## config.mk

```make
export PLATFORM = sky130hd
export DESIGN_NAME = icache_refill_ctrl_flat
export DESIGN_NICKNAME = d
export VERILOG_FILES = /design/src/rtl/icache_refill_ctrl_if.sv /design/src/rtl/icache_refill_ctrl.sv /design/src/flat_wrapper.sv
export SDC_FILE = /design/constraint.sdc
export NUM_CORES = 1
export LEC_CHECK = 0
export ABC_CLOCK_PERIOD_IN_PS = 1920
export CAP_MARGIN = 20
export CORE_AREA = 5 5 182 184
export CTS_CLUSTER_DIAMETER = 40
export CTS_CLUSTER_SIZE = 10
export DETAILED_ROUTE_END_ITERATION = 7
export DIE_AREA = 0 0 187 189
export SYNTH_ARGS = -nofsm -noshare
export SYNTH_HDL_FRONTEND = slang
export SYNTH_SLANG_ARGS = --single-unit
```

## constraint.sdc

```tcl
create_clock -name clk -period 1.92 [get_ports clk]
set_clock_uncertainty 0.1 [all_clocks]
set_input_delay 0.384 -clock clk [delete_from_list [all_inputs] [get_ports clk]]
set_output_delay 0.384 -clock clk [all_outputs]
set_load 0.05 [all_outputs]
```

## src/rtl/icache_refill_ctrl_if.sv

```systemverilog
// icache_refill_ctrl_if
//   Instruction-memory port bundle between the refill controller and memory.
//   master : refill controller (drives the request, receives the response)
//   slave  : memory side
//   Signals:
//     mem_req_valid  - request valid (held until mem_req_ready)
//     mem_req_addr   - line-aligned request address
//     mem_req_ready  - memory accepts the request
//     mem_resp_valid - one-cycle response strobe, in order, one outstanding
//     mem_resp_data  - LINE_SIZE*32-bit line, word 0 in the LSBs
`ifndef ADDR_WIDTH
`define ADDR_WIDTH 32
`endif

interface icache_refill_ctrl_if #(
  parameter int unsigned LINE_SIZE = 2
);
  logic                          mem_req_valid;
  logic [`ADDR_WIDTH-1:0]        mem_req_addr;
  logic                          mem_req_ready;
  logic                          mem_resp_valid;
  logic [LINE_SIZE*32-1:0]       mem_resp_data;

  modport master (
    output mem_req_valid,
    output mem_req_addr,
    input  mem_req_ready,
    input  mem_resp_valid,
    input  mem_resp_data
  );

  modport slave (
    input  mem_req_valid,
    input  mem_req_addr,
    output mem_req_ready,
    output mem_resp_valid,
    output mem_resp_data
  );
endinterface

```

## src/rtl/icache_refill_ctrl.sv

```systemverilog
// icache_refill_ctrl
//   Captures i_cache miss pulses from its two read ports into two pending
//   slots (duplicates removed), fetches the lines from memory one at a time in
//   port order and returns each line to i_cache as a one-cycle refill strobe.
//   A pipeline flush clears pending misses; a response already in flight is
//   drained and discarded.
//   Ports:
//     clk, reset       - clock, asynchronous active-low reset
//     ext_flush        - synchronous pipeline flush
//     req_valid[1:0]   - miss pulses from i_cache read ports
//     req_addr[2]      - miss addresses
//     mem              - memory request/response bundle (master side)
//     fetch_addr       - refill line address (registered, holds value)
//     fetch_addr_valid - one-cycle refill strobe
//     fetched_data     - refill line data (registered, holds value)
//     busy             - FSM not idle or a slot pending
//     req_drop         - sticky: a miss arrived while not idle
//     refill_count     - refills delivered, wraps
`ifndef ADDR_WIDTH
`define ADDR_WIDTH 32
`endif

module icache_refill_ctrl #(
  parameter int unsigned LINE_SIZE = 2
) (
  input  logic                         clk,
  input  logic                         reset,
  input  logic                         ext_flush,
  input  logic [1:0]                   req_valid,
  input  logic [`ADDR_WIDTH-1:0]       req_addr [2],
  icache_refill_ctrl_if.master         mem,
  output logic [`ADDR_WIDTH-1:0]       fetch_addr,
  output logic                         fetch_addr_valid,
  output logic [LINE_SIZE*32-1:0]      fetched_data,
  output logic                         busy,
  output logic                         req_drop,
  output logic [31:0]                  refill_count
);

  localparam int unsigned AW = `ADDR_WIDTH;
  localparam int unsigned LO = $clog2(LINE_SIZE) + 2;
  localparam logic [AW-1:0] LINE_MASK = ~((AW'(1) << LO) - AW'(1));

  typedef enum logic [1:0] {IDLE, ISSUE, WAIT, DRAIN} state_t;

  state_t          state;
  logic [1:0]      s_valid;
  logic [AW-1:0]   s_addr [2];

  logic [AW-1:0]   line0;
  logic [AW-1:0]   line1;
  logic            same_line;

  assign line0     = req_addr[0] & LINE_MASK;
  assign line1     = req_addr[1] & LINE_MASK;
  assign same_line = (line0 == line1);

  assign busy = (state != IDLE) || (|s_valid);

  always_ff @(posedge clk or negedge reset) begin
    if (!reset) begin
      state             <= IDLE;
      s_valid           <= '0;
      s_addr[0]         <= '0;
      s_addr[1]         <= '0;
      mem.mem_req_valid <= 1'b0;
      mem.mem_req_addr  <= '0;
      fetch_addr        <= '0;
      fetch_addr_valid  <= 1'b0;
      fetched_data      <= '0;
      req_drop          <= 1'b0;
      refill_count      <= '0;
    end else begin
      fetch_addr_valid <= 1'b0;

      if (state != IDLE && req_valid != 2'b00) begin
        req_drop <= 1'b1;
      end

      case (state)
        IDLE: begin
          if (!ext_flush) begin
            if (req_valid[0]) begin
              s_valid[0]        <= 1'b1;
              s_addr[0]         <= line0;
              if (req_valid[1] && !same_line) begin
                s_valid[1] <= 1'b1;
                s_addr[1]  <= line1;
              end
              mem.mem_req_valid <= 1'b1;
              mem.mem_req_addr  <= line0;
              state             <= ISSUE;
            end else if (req_valid[1]) begin
              s_valid[0]        <= 1'b1;
              s_addr[0]         <= line1;
              mem.mem_req_valid <= 1'b1;
              mem.mem_req_addr  <= line1;
              state             <= ISSUE;
            end
          end
        end

        ISSUE: begin
          if (mem.mem_req_ready) begin
            mem.mem_req_valid <= 1'b0;
            state             <= ext_flush ? DRAIN : WAIT;
          end else if (ext_flush) begin
            mem.mem_req_valid <= 1'b0;
            state             <= IDLE;
          end
        end

        WAIT: begin
          if (mem.mem_resp_valid) begin
            if (!ext_flush) begin
              fetch_addr       <= s_addr[0];
              fetch_addr_valid <= 1'b1;
              fetched_data     <= mem.mem_resp_data;
              refill_count     <= refill_count + 32'd1;
              s_valid[0]       <= s_valid[1];
              s_addr[0]        <= s_addr[1];
              s_valid[1]       <= 1'b0;
              if (s_valid[1]) begin
                mem.mem_req_valid <= 1'b1;
                mem.mem_req_addr  <= s_addr[1];
                state             <= ISSUE;
              end else begin
                state <= IDLE;
              end
            end else begin
              state <= IDLE;
            end
          end else if (ext_flush) begin
            state <= DRAIN;
          end
        end

        DRAIN: begin
          // The awaited response retires the drain even under a concurrent
          // flush; otherwise nothing would ever release DRAIN.
          if (mem.mem_resp_valid) begin
            state <= IDLE;
          end
        end

        default: state <= IDLE;
      endcase

      // Flush overrides any slot update made above.
      if (ext_flush) begin
        s_valid <= '0;
      end
    end
  end

endmodule

```

## src/flat_wrapper.sv

```systemverilog
// flat-port wrapper written by rule: the top's interface ports become plain ports
module icache_refill_ctrl_flat 
#(
  parameter int unsigned LINE_SIZE = 2
)
  (clk, reset, ext_flush, req_valid, req_addr, fetch_addr, fetch_addr_valid, fetched_data, busy, req_drop, refill_count, mem_mem_req_valid, mem_mem_req_addr, mem_mem_req_ready, mem_mem_resp_valid, mem_mem_resp_data);
  icache_refill_ctrl_if #(.LINE_SIZE(LINE_SIZE)) mem_i ();
  input  logic clk;
  input  logic reset;
  input  logic ext_flush;
  input  logic [1:0] req_valid;
  input  logic [`ADDR_WIDTH-1:0] req_addr[2];
  output logic [`ADDR_WIDTH-1:0] fetch_addr;
  output logic fetch_addr_valid;
  output logic [LINE_SIZE*32-1:0] fetched_data;
  output logic busy;
  output logic req_drop;
  output logic [31:0] refill_count;
  output wire logic [$bits(mem_i.mem_req_valid)-1:0] mem_mem_req_valid;
  output wire logic [$bits(mem_i.mem_req_addr)-1:0] mem_mem_req_addr;
  input wire logic [$bits(mem_i.mem_req_ready)-1:0] mem_mem_req_ready;
  input wire logic [$bits(mem_i.mem_resp_valid)-1:0] mem_mem_resp_valid;
  input wire logic [$bits(mem_i.mem_resp_data)-1:0] mem_mem_resp_data;
  assign mem_mem_req_valid = mem_i.mem_req_valid;
  assign mem_mem_req_addr = mem_i.mem_req_addr;
  assign mem_i.mem_req_ready = mem_mem_req_ready;
  assign mem_i.mem_resp_valid = mem_mem_resp_valid;
  assign mem_i.mem_resp_data = mem_mem_resp_data;
  icache_refill_ctrl #(.LINE_SIZE(LINE_SIZE)) u_core (.clk(clk), .reset(reset), .ext_flush(ext_flush), .req_valid(req_valid), .req_addr(req_addr), .mem(mem_i), .fetch_addr(fetch_addr), .fetch_addr_valid(fetch_addr_valid), .fetched_data(fetched_data), .busy(busy), .req_drop(req_drop), .refill_count(refill_count));
endmodule
```

==> out/results.ini <==
[status]
status = finished, final reports clean

[drt]
dr.pass1.iters = 4
drt-total-wl_mm = 28.3
drt-initial-drc-count = 206
ant_nets = 0
wl_per_cell_microns = 18.1
viasPerCell = 4.53
vias = 7058
post-route-drc-count = 0

[pwr]
leakagePower_nw = 6.97
p_int_mw = 15.4
switching_share_pct = 40.4
p_seq_share_pct = 29.3
power_mw = 25.9
p_sw_mw = 10.4
power_density_mw_per_mm2 = 1770
comb_power_share_pct = 42.2
peakVddDrop_mv = 1.08
p_clk_share_pct = 28.4

[floorplan]
row_count = 65
dieHeight_microns = 189
die-area_sq_mm = 0.0353
die_w_microns = 187
core_sq_mm = 0.0312
ioPinCount = 299
start_util_pct = 29.6

[place]
post-place-ws_ns = -0.681
place_hpwl_mm = 20.2
place_congestion = 0.765
post_dp_cell_area_sq_mm = 0.0128
dp_cells = 1475
portBuffers = 286

[logic_synthesis]
synth-main-ff-cell = dfrtp_1
netlist-cell-type-count = 36
syn_area_sq_mm = 0.00925
synth_seq_cells = 219
synthArstFlopShare_pct = 100
avgSynthCellArea_sq_um = 12.3
yosys.area.top_type = dfrtp_1
ys_warn_count = 0
synth_area_leaders = dfrtp_1 (59%), mux2_2 (15%), xnor2_1 (4.6%)
yosysSeqAreaShare_pct = 59.2
synth_edf_count = 0
synth_cells = 753
yosysTopAreaCellShare_pct = 59.2

[clock_network]
cts_buffers = 38
clock_tree.root_cell = clkbuf_16
cts_buffer_depth = 3
clk_pin_slew_ns = 0.05
insertion_delay_ns = 0.50
cts_tree = done
htreeDepth = 2
cts_sinks = 219

[cells_and_area]
fin_area_sq_mm = 0.0146
nets = 1258
instances_no_fill = 1559
drive_above_1_share_pct = 42.0
area_growth_pct = 57.8
final_util_pct = 46.8

[global_routing]
gr-usage-all-layers_pct = 15.4
grt_pass1_wl_mm = 43.7
grt_antenna_before_repair = 12
grt_max_degree = 60
grt-ovfl-total = 0
grt_pass1_vias = 7442

[critical_path]
arrival_ns = 2.19
r2r_end = u_core.refill_count[19]
start_kind = primary input
crit_type = primary input to flop
r2r_cells = 6
cp_max_fo = 5
required_ns = 2.20
endpoint = u_core.s_addr[7]
r2r-start = u_core.state[1]
regToRegSetupSlack_ns = 0.03
critPathLaunch = req_addr[47]
end_kind = flop

[sta]
fmax_ghz = 0.523
setup_viol = 0
hold_viol = 0
max-slew-margin-rel_pct = 65.5
timing_max_transition_violations_final = 0
layout_setup_ws_ns = 0.00883
post-route-min-period_ns = 1.91
fin_crit_sh_pct = 99.5
rsz0062_at_grt = true
tightestPinTransition_ns = 0.517

[flow_run]
maxCapViolCount = 0

[min_path]
min_path_type = primary input to flop

==> worst min path at each step <==
stage	cells past startpoint	start	to
3_5_place_dp	1	reset	u_core.fetch_addr[3]
4_1_cts	2	req_addr[13]	u_core.s_addr[13]
2_1_floorplan	0	reset	u_core.fetch_addr[10]
5_1_grt	2	req_addr[13]	u_core.s_addr[13]
6_report	2	req_addr[13]	u_core.s_addr[13]
3_3_place_gp	1	reset	u_core.fetch_addr[3]
==> critical path: stages <==
cell	delay, ns
dlygate4sd2_1	0.27
xnor2_2	0.24
nand4_1	0.15
nor4_2	0.31
buf_4	0.17
a21oi_4	0.06
buf_6	0.15
clkbuf_16	0.16
mux2_4	0.29
==> logic make-up (layout without fill, tap and decap cells) <==
family                   after synthesis  after routing  share of synthesized area, %
other                                  1             12                        0.0405
adder cells (fa/ha/maj)                1              1                         0.135
XOR/XNOR                              60             60                          5.68
flip-flops                           219            219                          59.2
AND/OR/NAND/NOR                      168            168                          8.37
buffers and inverters                 53            446                          2.61
multiplexers                         153            153                          18.2
AO/OA/AOI/OAI                         98             98                          5.73
==> state kept, by name, indices dropped and copies added (netlist names) <==
name and count:
u_core.fetched_data 64, u_core.s_addr 58, u_core.refill_count 32, u_core.fetch_addr 29, u_core.mem.mem_req_addr 29, u_core.s_valid 2, u_core.state 2, u_core.fetch_addr_valid 1
u_core.mem.mem_req_valid 1, u_core.req_drop 1
==> final cells by class <==
cell class | count | area [sq um]
Tap cell | 402 | 503
Fill cell | 2830 | 16600
Antenna cell | 6 | 15.0
Multi-Input combinational cell | 486 | 3740
Clock inverter | 23 | 347
Clock buffer | 46 | 1050
Timing Repair Buffer | 372 | 3430
Inverter | 5 | 18.8
Sequential cell | 219 | 5500
==> stage by stage <==
step	hold slack [ns]	TNS [ns]
finish	0.0751	0
global route	0.0683	-2.52
CTS	0.192	0
detailed placement	0.272	-82.67
global placement	0.272	-86.50
floorplan	-0.0116	-0.0692
==> per-layer routing <==
metal	track usage, %	up-vias	part of all wire, %
met5	0	-	0.12
met4	3.92	8	1.8
met3	6.71	49	9.5
met2	24.4	263	46
met1	19.4	3369	42
li1	-	3369	-
==> placed cells by master, fill, tap and decap left out, types with 3 or more instances in the layout <==
cell | synthesis | layout
dfrtp_1 | 219 | 203
nor3_1 | 10 | 7
inv_1 | 5 | 5
inv_6 | 0 | 3
o21ai_1 | 2 | 9
nor2_1 | 40 | 37
xnor2_1 | 49 | 45
clkinvlp_4 | 0 | 5
a21oi_2 | 0 | 3
dfrtp_2 | 0 | 16
buf_4 | 9 | 217
a21oi_1 | 31 | 27
diode_2 | 0 | 6
nor4_2 | 0 | 3
nand2_1 | 74 | 73
xor2_1 | 11 | 11
and4_1 | 4 | 3
conb_1 | 1 | 6
dlymetal6s2s_1 | 0 | 27
clkdlybuf4s50_1 | 0 | 70
and3_1 | 5 | 3
nand4_1 | 14 | 14
dlygate4sd2_1 | 0 | 22
mux2_2 | 123 | 108
nand3_1 | 10 | 10
xnor2_2 | 0 | 4
mux2i_1 | 30 | 30
clkinv_2 | 0 | 5
clkdlybuf4s15_1 | 0 | 3
bufinv_16 | 0 | 8
o21ai_0 | 57 | 50
mux2_4 | 0 | 15
buf_6 | 0 | 6
clkbuf_16 | 0 | 41
clkbuf_8 | 0 | 5
clkbuf_2 | 0 | 4
buf_12 | 0 | 15
nor3_2 | 0 | 3
==> power by group through the flow <==
stage / clock network [mW] / logic, mW / registers (mW)
after floorplan: 0 / 2.68 / 11.8
after global placement: 0 / 10.6 / 7.59
after detailed placement: 0 / 10.7 / 7.64
after CTS: 7.54 / 10.8 / 7.59
after global routing: 7.75 / 11.6 / 7.83
final: 7.35 / 10.9 / 7.59
==> cells in the mapped netlist, types with 2 or more instances <==
library cell  instances
dfrtp_1             219
mux2_2              123
nand2_1              74
o21ai_0              57
xnor2_1              49
nor2_1               40
a21oi_1              31
mux2i_1              30
clkbuf_1             29
nand4_1              14
xor2_1               11
nand3_1              10
nor3_1               10
buf_4                 9
buf_2                 7
and3_1                5
inv_1                 5
nor4_1                5
and4_1                4
buf_1                 3
a31o_2                2
o21ai_1               2
==> timing repair <==
item,in CTS,in global routing
gates cloned,2,3
gates resized for setup,48,74
buffers inserted,3,1
setup endpoints to repair,88,108
hold buffers,1,0
pin swaps,14,30
hold endpoints to repair,47,0
No activity file was read; power rests on OpenSTA's default activity.
